===== src/rtl/duty_ramp_pkg.sv =====
// duty_ramp shared types and widths.
// Used by the ramp controller and its period timer.
package duty_ramp_pkg;

  localparam int DUTY_W = 8;
  localparam int DIV_W  = 32;
  localparam int PPS_W  = 16;

  typedef enum logic [1:0] {
    IDLE,
    RAMP_UP,
    RAMP_DOWN
  } state_t;

  // Zero-valued step sizes behave as one.
  function automatic logic [DUTY_W:0] eff_step(
    input logic [DUTY_W-1:0] v
  );
    return (v == '0) ? (DUTY_W+1)'(1) : {1'b0, v};
  endfunction

endpackage


===== src/rtl/period_timer.sv =====
// Free-running PWM period counter.
// Ticks on the last count of each period.
import duty_ramp_pkg::*;

module period_timer (
  input  logic             cclk,
  input  logic             rstb,
  input  logic [DIV_W-1:0] frequency_division,
  output logic             period_tick
);

  logic [DIV_W-1:0] count;
  logic [DIV_W-1:0] last;

  assign last = frequency_division - DIV_W'(1);

  // >= lets a shortened period wrap on the next edge
  assign period_tick = (frequency_division <= DIV_W'(1)) ||
                       (count >= last);

  // count 0..fd-1, wrap on tick
  always_ff @(posedge cclk or negedge rstb) begin
    if (!rstb) begin
      count <= '0;
    end else if (period_tick) begin
      count <= '0;
    end else begin
      count <= count + DIV_W'(1);
    end
  end

endmodule


===== src/rtl/duty_ramp.sv =====
// Duty-cycle ramp controller for a PWM generator.
// Steps duty toward a target at period boundaries.
import duty_ramp_pkg::*;

module duty_ramp (
  input  logic              cclk,
  input  logic              rstb,
  input  logic [DIV_W-1:0]  frequency_division,
  input  logic [PPS_W-1:0]  periods_per_step,
  input  logic [DUTY_W-1:0] step_size,
  input  logic [DUTY_W-1:0] target_duty,
  input  logic              target_valid,
  output logic              target_ready,
  output logic [DUTY_W-1:0] duty_cycle,
  output logic              busy,
  output logic              done
);

  state_t            state, state_n;
  logic [DUTY_W-1:0] tgt, tgt_n;
  logic [DUTY_W-1:0] duty_n;
  logic [PPS_W-1:0]  step_cnt, cnt_n;
  logic              done_n;
  logic              period_tick;
  logic              accept;
  logic [PPS_W:0]    cnt_inc;
  logic [PPS_W:0]    pps_eff;
  logic [DUTY_W:0]   stp;
  logic [DUTY_W:0]   gap_up;
  logic [DUTY_W:0]   gap_dn;
  logic [DUTY_W:0]   sum_up;
  logic [DUTY_W:0]   dif_dn;

  period_timer u_timer (
    .cclk               (cclk),
    .rstb               (rstb),
    .frequency_division (frequency_division),
    .period_tick        (period_tick)
  );

  assign target_ready = (state == IDLE);
  assign busy         = (state == RAMP_UP) ||
                        (state == RAMP_DOWN);
  assign accept       = target_valid && target_ready;

  assign cnt_inc = {1'b0, step_cnt} + (PPS_W+1)'(1);
  assign pps_eff = (periods_per_step == '0) ?
                   (PPS_W+1)'(1) :
                   {1'b0, periods_per_step};
  assign stp     = eff_step(step_size);
  assign gap_up  = {1'b0, tgt} - {1'b0, duty_cycle};
  assign gap_dn  = {1'b0, duty_cycle} - {1'b0, tgt};
  assign sum_up  = {1'b0, duty_cycle} + stp;
  assign dif_dn  = {1'b0, duty_cycle} - stp;

  // state and datapath registers
  always_ff @(posedge cclk or negedge rstb) begin
    if (!rstb) begin
      state      <= IDLE;
      duty_cycle <= '0;
      tgt        <= '0;
      step_cnt   <= '0;
      done       <= 1'b0;
    end else begin
      state      <= state_n;
      duty_cycle <= duty_n;
      tgt        <= tgt_n;
      step_cnt   <= cnt_n;
      done       <= done_n;
    end
  end

  // accept, step pacing and saturating duty update
  always_comb begin
    state_n = state;
    duty_n  = duty_cycle;
    tgt_n   = tgt;
    cnt_n   = step_cnt;
    done_n  = 1'b0;
    unique case (state)
      IDLE: begin
        if (accept) begin
          tgt_n = target_duty;
          cnt_n = '0;
          if (target_duty > duty_cycle) begin
            state_n = RAMP_UP;
          end else if (target_duty < duty_cycle) begin
            state_n = RAMP_DOWN;
          end else begin
            done_n = 1'b1;
          end
        end
      end
      RAMP_UP: begin
        if (period_tick) begin
          if (cnt_inc >= pps_eff) begin
            cnt_n = '0;
            if (gap_up <= stp) begin
              duty_n  = tgt;
              state_n = IDLE;
              done_n  = 1'b1;
            end else begin
              duty_n = sum_up[DUTY_W-1:0];
            end
          end else begin
            cnt_n = cnt_inc[PPS_W-1:0];
          end
        end
      end
      RAMP_DOWN: begin
        if (period_tick) begin
          if (cnt_inc >= pps_eff) begin
            cnt_n = '0;
            if (gap_dn <= stp) begin
              duty_n  = tgt;
              state_n = IDLE;
              done_n  = 1'b1;
            end else begin
              duty_n = dif_dn[DUTY_W-1:0];
            end
          end else begin
            cnt_n = cnt_inc[PPS_W-1:0];
          end
        end
      end
      default: state_n = IDLE;
    endcase
  end

endmodule

===== config.mk =====
export PLATFORM = sky130hd
export DESIGN_NAME = duty_ramp
export DESIGN_NICKNAME = d
export VERILOG_FILES = /design/src/rtl/duty_ramp_pkg.sv /design/src/rtl/period_timer.sv /design/src/rtl/duty_ramp.sv
export SDC_FILE = /design/constraint.sdc
export NUM_CORES = 1
export LEC_CHECK = 0
export CAP_MARGIN = 40
export CORE_MARGIN = 2
export CORE_UTILIZATION = 55
export DETAILED_ROUTE_END_ITERATION = 10
export HOLD_SLACK_MARGIN = 0.02
export PLACE_DENSITY = 0.75
export SLEW_MARGIN = 30
export SYNTH_ARGS = -nofsm -noshare
export SYNTH_HDL_FRONTEND = slang
export SYNTH_SLANG_ARGS = --single-unit

===== constraint.sdc =====
create_clock -name cclk -period 5.1 [get_ports cclk]
set_clock_uncertainty 0.1 [all_clocks]
set_input_delay 1.02 -clock cclk [delete_from_list [all_inputs] [get_ports cclk]]
set_output_delay 1.02 -clock cclk [all_outputs]
set_load 0.005 [all_outputs]

# Yosys cells after proc, flatten, opt, wreduce, memory -nomap -nowiden
# Index checks and enable logic that the tools add are counted.
[totals]
regBits = 67
in_bits = 67
output_inout_bits = 11
wordCells = 78
[op_classes]
add_sub_neg = 7
n_lt_le_gt_ge = 7
eq_ne = 11
n_mux = 34
n_reduce_logical = 13
[op_table]
columns = ["cell", "n"]
rows = [
  ["16-bit 2-to-1 mux", 4],
  ["8-bit 2-to-1 mux", 7],
  ["32-bit by 1-bit adder with 32-bit output, second input constant", 1],
  ["32-bit >= comparator", 1],
  ["32-bit by 1-bit <= comparator with 1-bit output, second input constant", 1],
  ["32-bit 2-to-1 mux", 1],
  ["16-bit case mux with 2 select lines", 1],
  ["32-bit by 1-bit subtractor with 32-bit output, second input constant", 1],
  ["9-bit by 8-bit <= comparator with 1-bit output", 2],
  ["2-bit 2-to-1 mux", 9],
  ["8-bit by 8-bit subtractor with 9-bit output", 2],
  ["16-bit by 1-bit adder with 17-bit output, second input constant", 1],
  ["17-bit by 16-bit >= comparator with 1-bit output", 1],
  ["16-bit zero test", 1],
  ["8-bit case mux with 2 select lines", 1],
  ["2-bit by 1-bit inequality test with 1-bit output, second input constant", 6],
  ["1-bit 2-to-1 mux", 9],
  ["8-bit adder", 1],
  ["8-bit greater-than comparator", 1],
  ["8-bit zero test", 1],
  ["8-bit < comparator", 1],
  ["8-bit AND reduction", 1],
  ["8-bit subtractor", 1],
  ["2-bit case mux with 3 select lines", 1],
  ["other kinds (13)", 16],
]

# Depth between registers and ports, before layout
[depth]
depth_word = 7
ltp_mapped = 21
mapped_depth_nobuf = 18

# Modules after synthesis
# Synthesis repeated with hierarchy kept, for this count alone.
[hier_totals]
hier_cells = 825
hier_area_um2 = 7334.5
[modules_own_cells]
columns = ["mod", "n_inst", "cells_per_inst", "area_per_inst_um2", "seq_area_each_um2"]
rows = [
  ["duty_ramp", 1, 496, 4199.0, 875.8],
  ["period_timer", 1, 329, 3135.5, 800.8],
]

# Least setup slack after synthesis
# No wires, ideal clock.
[synth_timing]
kind = "input-to-reg"
startpoint = "in frequency_division[3]"
endpoint = "reg duty_cycle[0]"
setup_time_ns = 0.125
t_arrival_ns = 4.867
required_ns = 4.875
path_slack_ns = 0.008
path_stages = 18
n_path_buf = 1
path_cell_list = "nor3_1 nand3b_1 nand2b_1 nand2b_1 nor2b_1 nand2_1 nor3_1 xnor2_1 ha_1 nand3_1 nor2_1 a2111oi_0 o311ai_0 or4_1 buf_6 and2_1 o21ai_2 mux2_2"
[synth_via]
elab_chain_len = 5
word_cells_on_any_way = 7
cone_classes = "add/sub: 1; order compare: 2; eq/ne: 2; reduce/logical: 2"
[synth_lines]
columns = ["item", "line", "source"]
rows = [
  ["start: declaration", "duty_ramp.sv:8", "input logic [DIV_W-1:0] frequency_division,"],
  ["32-bit by 1-bit subtractor with 32-bit output", "period_timer.sv:15", "assign last = frequency_division - DIV_W'(1);"],
  ["32-bit >= comparator", "period_timer.sv:19", "(count >= last);"],
  ["1-bit logical OR *", "period_timer.sv:18", "assign period_tick = (frequency_division <= DIV_W'(1)) ||"],
  ["2-bit inequality test (no line)", "--", ""],
  ["5-bit AND reduction (no line) *", "--", ""],
  ["end signal: assignment", "duty_ramp.sv:66", "duty_cycle <= duty_n;"],
  ["end: declaration", "duty_ramp.sv:14", "output logic [DUTY_W-1:0] duty_cycle,"],
]
# Every way passes the cells marked *; elsewhere a longest branch is shown, timed or not.
# A chain may end at the register's enable or synchronous reset.

# Final worst setup path
[layout_timing]
startpoint = "in frequency_division[3]"
endpoint = "reg step_cnt[15]"
[layout_via]
elab_chain_len = 5
word_cells_on_any_way = 6
cone_classes = "add/sub: 1; order compare: 2; eq/ne: 1; reduce/logical: 2"
[layout_lines]
columns = ["item", "line", "source"]
rows = [
  ["32-bit by 1-bit subtractor with 32-bit output", "period_timer.sv:15", ""],
  ["32-bit >= comparator", "period_timer.sv:19", ""],
  ["1-bit logical OR *", "period_timer.sv:18", ""],
  ["2-bit by 1-bit inequality test with 1-bit output (no line) *", "--", ""],
  ["3-bit AND reduction (no line) *", "--", ""],
  ["end signal: assignment", "duty_ramp.sv:68", "step_cnt <= cnt_n;"],
  ["end: declaration", "duty_ramp.sv:22", "logic [PPS_W-1:0] step_cnt, cnt_n;"],
]
# Marked as above.

==> reports/metrics.yaml <==
setup_violations: 0
p_sw_mw: 1.30
ant_nets: 0
required_ns: 5.27
r2r_start: "duty_cycle[1]$_DFFE_PN0P_"
num_rows: 40
relSlewSlack: 0.482
initial_utilization: 0.562
worstPathArrival_ns: 5.09
portBuffers: 77
clk_latency_ns: 0.34
synthArstFlopShare: 1.00
ff2ff_path_depth: 15
postRouteWirelength_mm: 18.0
grt_pass1_wl_mm: 29.6
yosysTopAreaCell: "dfrtp_1"
cts_made_buffers: 9
synth_top_cell_area_share: 0.250
antenna_found_initial: 0
overflow: 0
yosysWarningCount: 0
path_max_fanout: 10
synth_enable_flop_cells: 0
pwr-share-clk: 0.200
clk_path_buf_depth: 2
synth.ff_latch_count: 67
drive_above_1_share: 0.116
synth_nets: 955
post-route-drc-count: 0
status: "finished, final reports clean"
num-fill-cells: 960
synthMuxAreaShare: 0.0274
power_mw: 3.02
synth_area_leaders: "dfrtp_1 (25%), ha_1 (20%), xnor2_1 (5.6%), xor2_1 (5.5%), inv_1 (3.7%)"
syn_area_um2: 6720
gp_congestion: 0.900
die_w_um: 115
clk_pin_slew_ns: 0.06
path_class: "primary input to register"
drv_slew: 0
holdBufCountCts: 0
grt_max_degree: 38
max_cap_viol_count: 0
ir_worst_vdd_v: 0.000310
tritoncts: "built"
synth_fa_ha_area_frac: 0.215
p_int_mw: 1.72
synth_seq_area_share: 0.250
cts-root-buf: "clkbuf_16"
area_growth_pct: 25.2
cts_sinks: 67
finalHoldViolCount: 0
drtIter0Drc: 366
grt_usage: 0.280
syn-mean-instance-area_um2: 8.67
placed_cells: 1039
reg2reg_to: "duty_cycle[0]$_DFFE_PN0P_"
seqPwrFrac: 0.252
netlist_instances: 775
min_path_type: "register to register"
via_per_inst: 5.91
ys.flop_type: "dfrtp_1"
synth_compound_area_frac: 0.169
finalCritPeriodShare: 0.966
min_to: "u_timer.count[0]$_DFF_PN0_"
pwr_density_cell_nw_per_um2: 359
ys_types: 54
synth_xor_xnor_area_share: 0.111
io_pins: 78
die_area_um2: 13100
end_kind: "register"
die_y_um: 115
core_um2: 12000
cp-start-kind: "primary input"
post_drt_wl_per_cell_um: 17.0
fin_cells: 1056
reg2reg_slack_ns: 0.55
diodes: 0
worst_pin_slew_ns: 0.775
cts_max_level: 3
synth_top_family_by_area: "adder cells"
period_needed_ns: 4.93
nets: 1084
vias: 6243
combPwrFrac: 0.548
power_leakage_nw: 4.00
drt-pass1-iter-count: 5
hpwl_mm: 14.0
clock.fmax_mhz: 203
p_sw_frac: 0.430
yosys.area_share.simple: 0.176
grt_pass1_vias: 6210
hold_start: "u_timer.count[0]$_DFF_PN0_"
hold_depth: 1
[through the flow]
stage	hold slack, ns	util	setup slack, ns	cell area [µm²]	setup TNS, ns
global route	0.441	0.703	-0.0475	8410	-0.364
detailed placement	0.379	0.671	-0.286	8030	-8.86
CTS	0.412	0.695	0.0445	8320	0
global placement	0.366	0.671	-0.219	8030	-5.42
floorplan	0.346	-	0.00831	6720	0
finish	0.410	0.703	0.175	8410	0
[repair_timing]
item,CTS,global route
pin swaps,0,2
cloned,0,1
setup endpoints to repair,1,59
gates resized for setup,1,17
setup buffers,0,0
[worst max-delay path by stage]
stage,to,cells past startpoint,start,slack [ns]
floorplan,duty_cycle[0]$_DFFE_PN0P_,18,frequency_division[3],0.008
global placement,step_cnt[2]$_DFFE_PN0P_,19,frequency_division[6],-0.22
detailed placement,duty_cycle[2]$_DFFE_PN0P_,19,frequency_division[6],-0.29
CTS,duty_cycle[2]$_DFFE_PN0P_,19,frequency_division[6],0.04
global route,step_cnt[7]$_DFFE_PN0P_,20,frequency_division[6],-0.05
finish,step_cnt[15]$_DFFE_PN0P_,20,frequency_division[3],0.17
[cell type report]
class,count,area [µm²],area share
clock buffers,11,253,0.0301
repair buffers,136,1220,0.146
well taps,147,184,0.0219
multi-input cells,623,4780,0.569
clock inverters,5,36.3,0.00431
flip-flops and latches,67,1680,0.199
inverters,67,251,0.0299
[cells by family after synthesis]
logic type	count (synthesis)
adder cells (fa/ha/maj)	113
flip-flops	67
AO/OA/AOI/OAI	168
multiplexers	17
XOR/XNOR	85
buffers and inverters	86
AND/OR/NAND/NOR	239
[synth_stat cells (5+ instances only)]
cell type	count
ha_1	109
dfrtp_1	67
inv_1	67
nor2_1	64
nand2_1	53
a21oi_1	50
xnor2_1	43
xor2_1	42
nand3_1	25
o21ai_0	22
nand4_1	17
clkbuf_1	16
nor3_1	16
nor4_1	15
and3_1	14
a21o_1	13
a22o_1	13
mux2_2	11
nand2b_1	10
o221ai_1	10
a31oi_1	9
o21bai_1	8
a211oi_1	6
mux2i_1	6
nor2b_1	6
a221o_1	5
[flip-flops by register name (all words and copies together) (netlist names)]
name / flops
state: 2
step_cnt: 16
done: 1
u_timer.count: 32
duty_cycle: 8
tgt: 8
[power by group through the flow]
stage | Sequential, mW | Combinational [mW] | Clock [mW]
global route | 0.776 | 1.84 | 0.632
global placement | 0.756 | 1.54 | 0
finish | 0.760 | 1.65 | 0.602
CTS | 0.757 | 1.61 | 0.611
detailed placement | 0.763 | 1.59 | 0
floorplan | 0.719 | 1.11 | 0
[cells in the final DEF, fill, tap and decap left out, drive strengths merged, types with 13 or more instances in the layout]
cell	instances
ha	109
clkdlybuf4s50	76
inv	68
dfrtp	67
nor2	64
buf	60
nand2	53
a21oi	50
xnor2	43
xor2	42
nand3	25
o21ai	23
nand4	17
nor3	16
and3	16
nor4	15
a21o	13
a22o	13
[metal layers]
metal / GRT usage / share of wire / vias up
met2: 0.488 / 0.48 / 174
met3: 0.0429 / 0.046 / 33
met5: 0 / 0 / -
li1: - / - / 3044
met4: 0.0870 / 0.021 / 0
met1: 0.356 / 0.45 / 2992
[worst max-delay path, cell delays in order]
cell             delay (ns)
clkdlybuf4s50_1        0.42
nor3_1                 0.28
nand3b_1               0.13
nand2b_1               0.17
nand2b_1               0.18
nor2b_1                0.15
nand2_1                0.13
nor4_2                 0.25
xnor2_1                0.20
ha_1                   0.29
nand2_2                0.11
nor3_1                 0.06
a22oi_1                0.20
o311ai_2               0.15
or4_1                  0.57
buf_4                  0.18
inv_1                  0.12
a21o_1                 0.18
buf_12                 0.14
a22o_1                 0.14
Note: power is estimated with default switching activity, not from simulation.
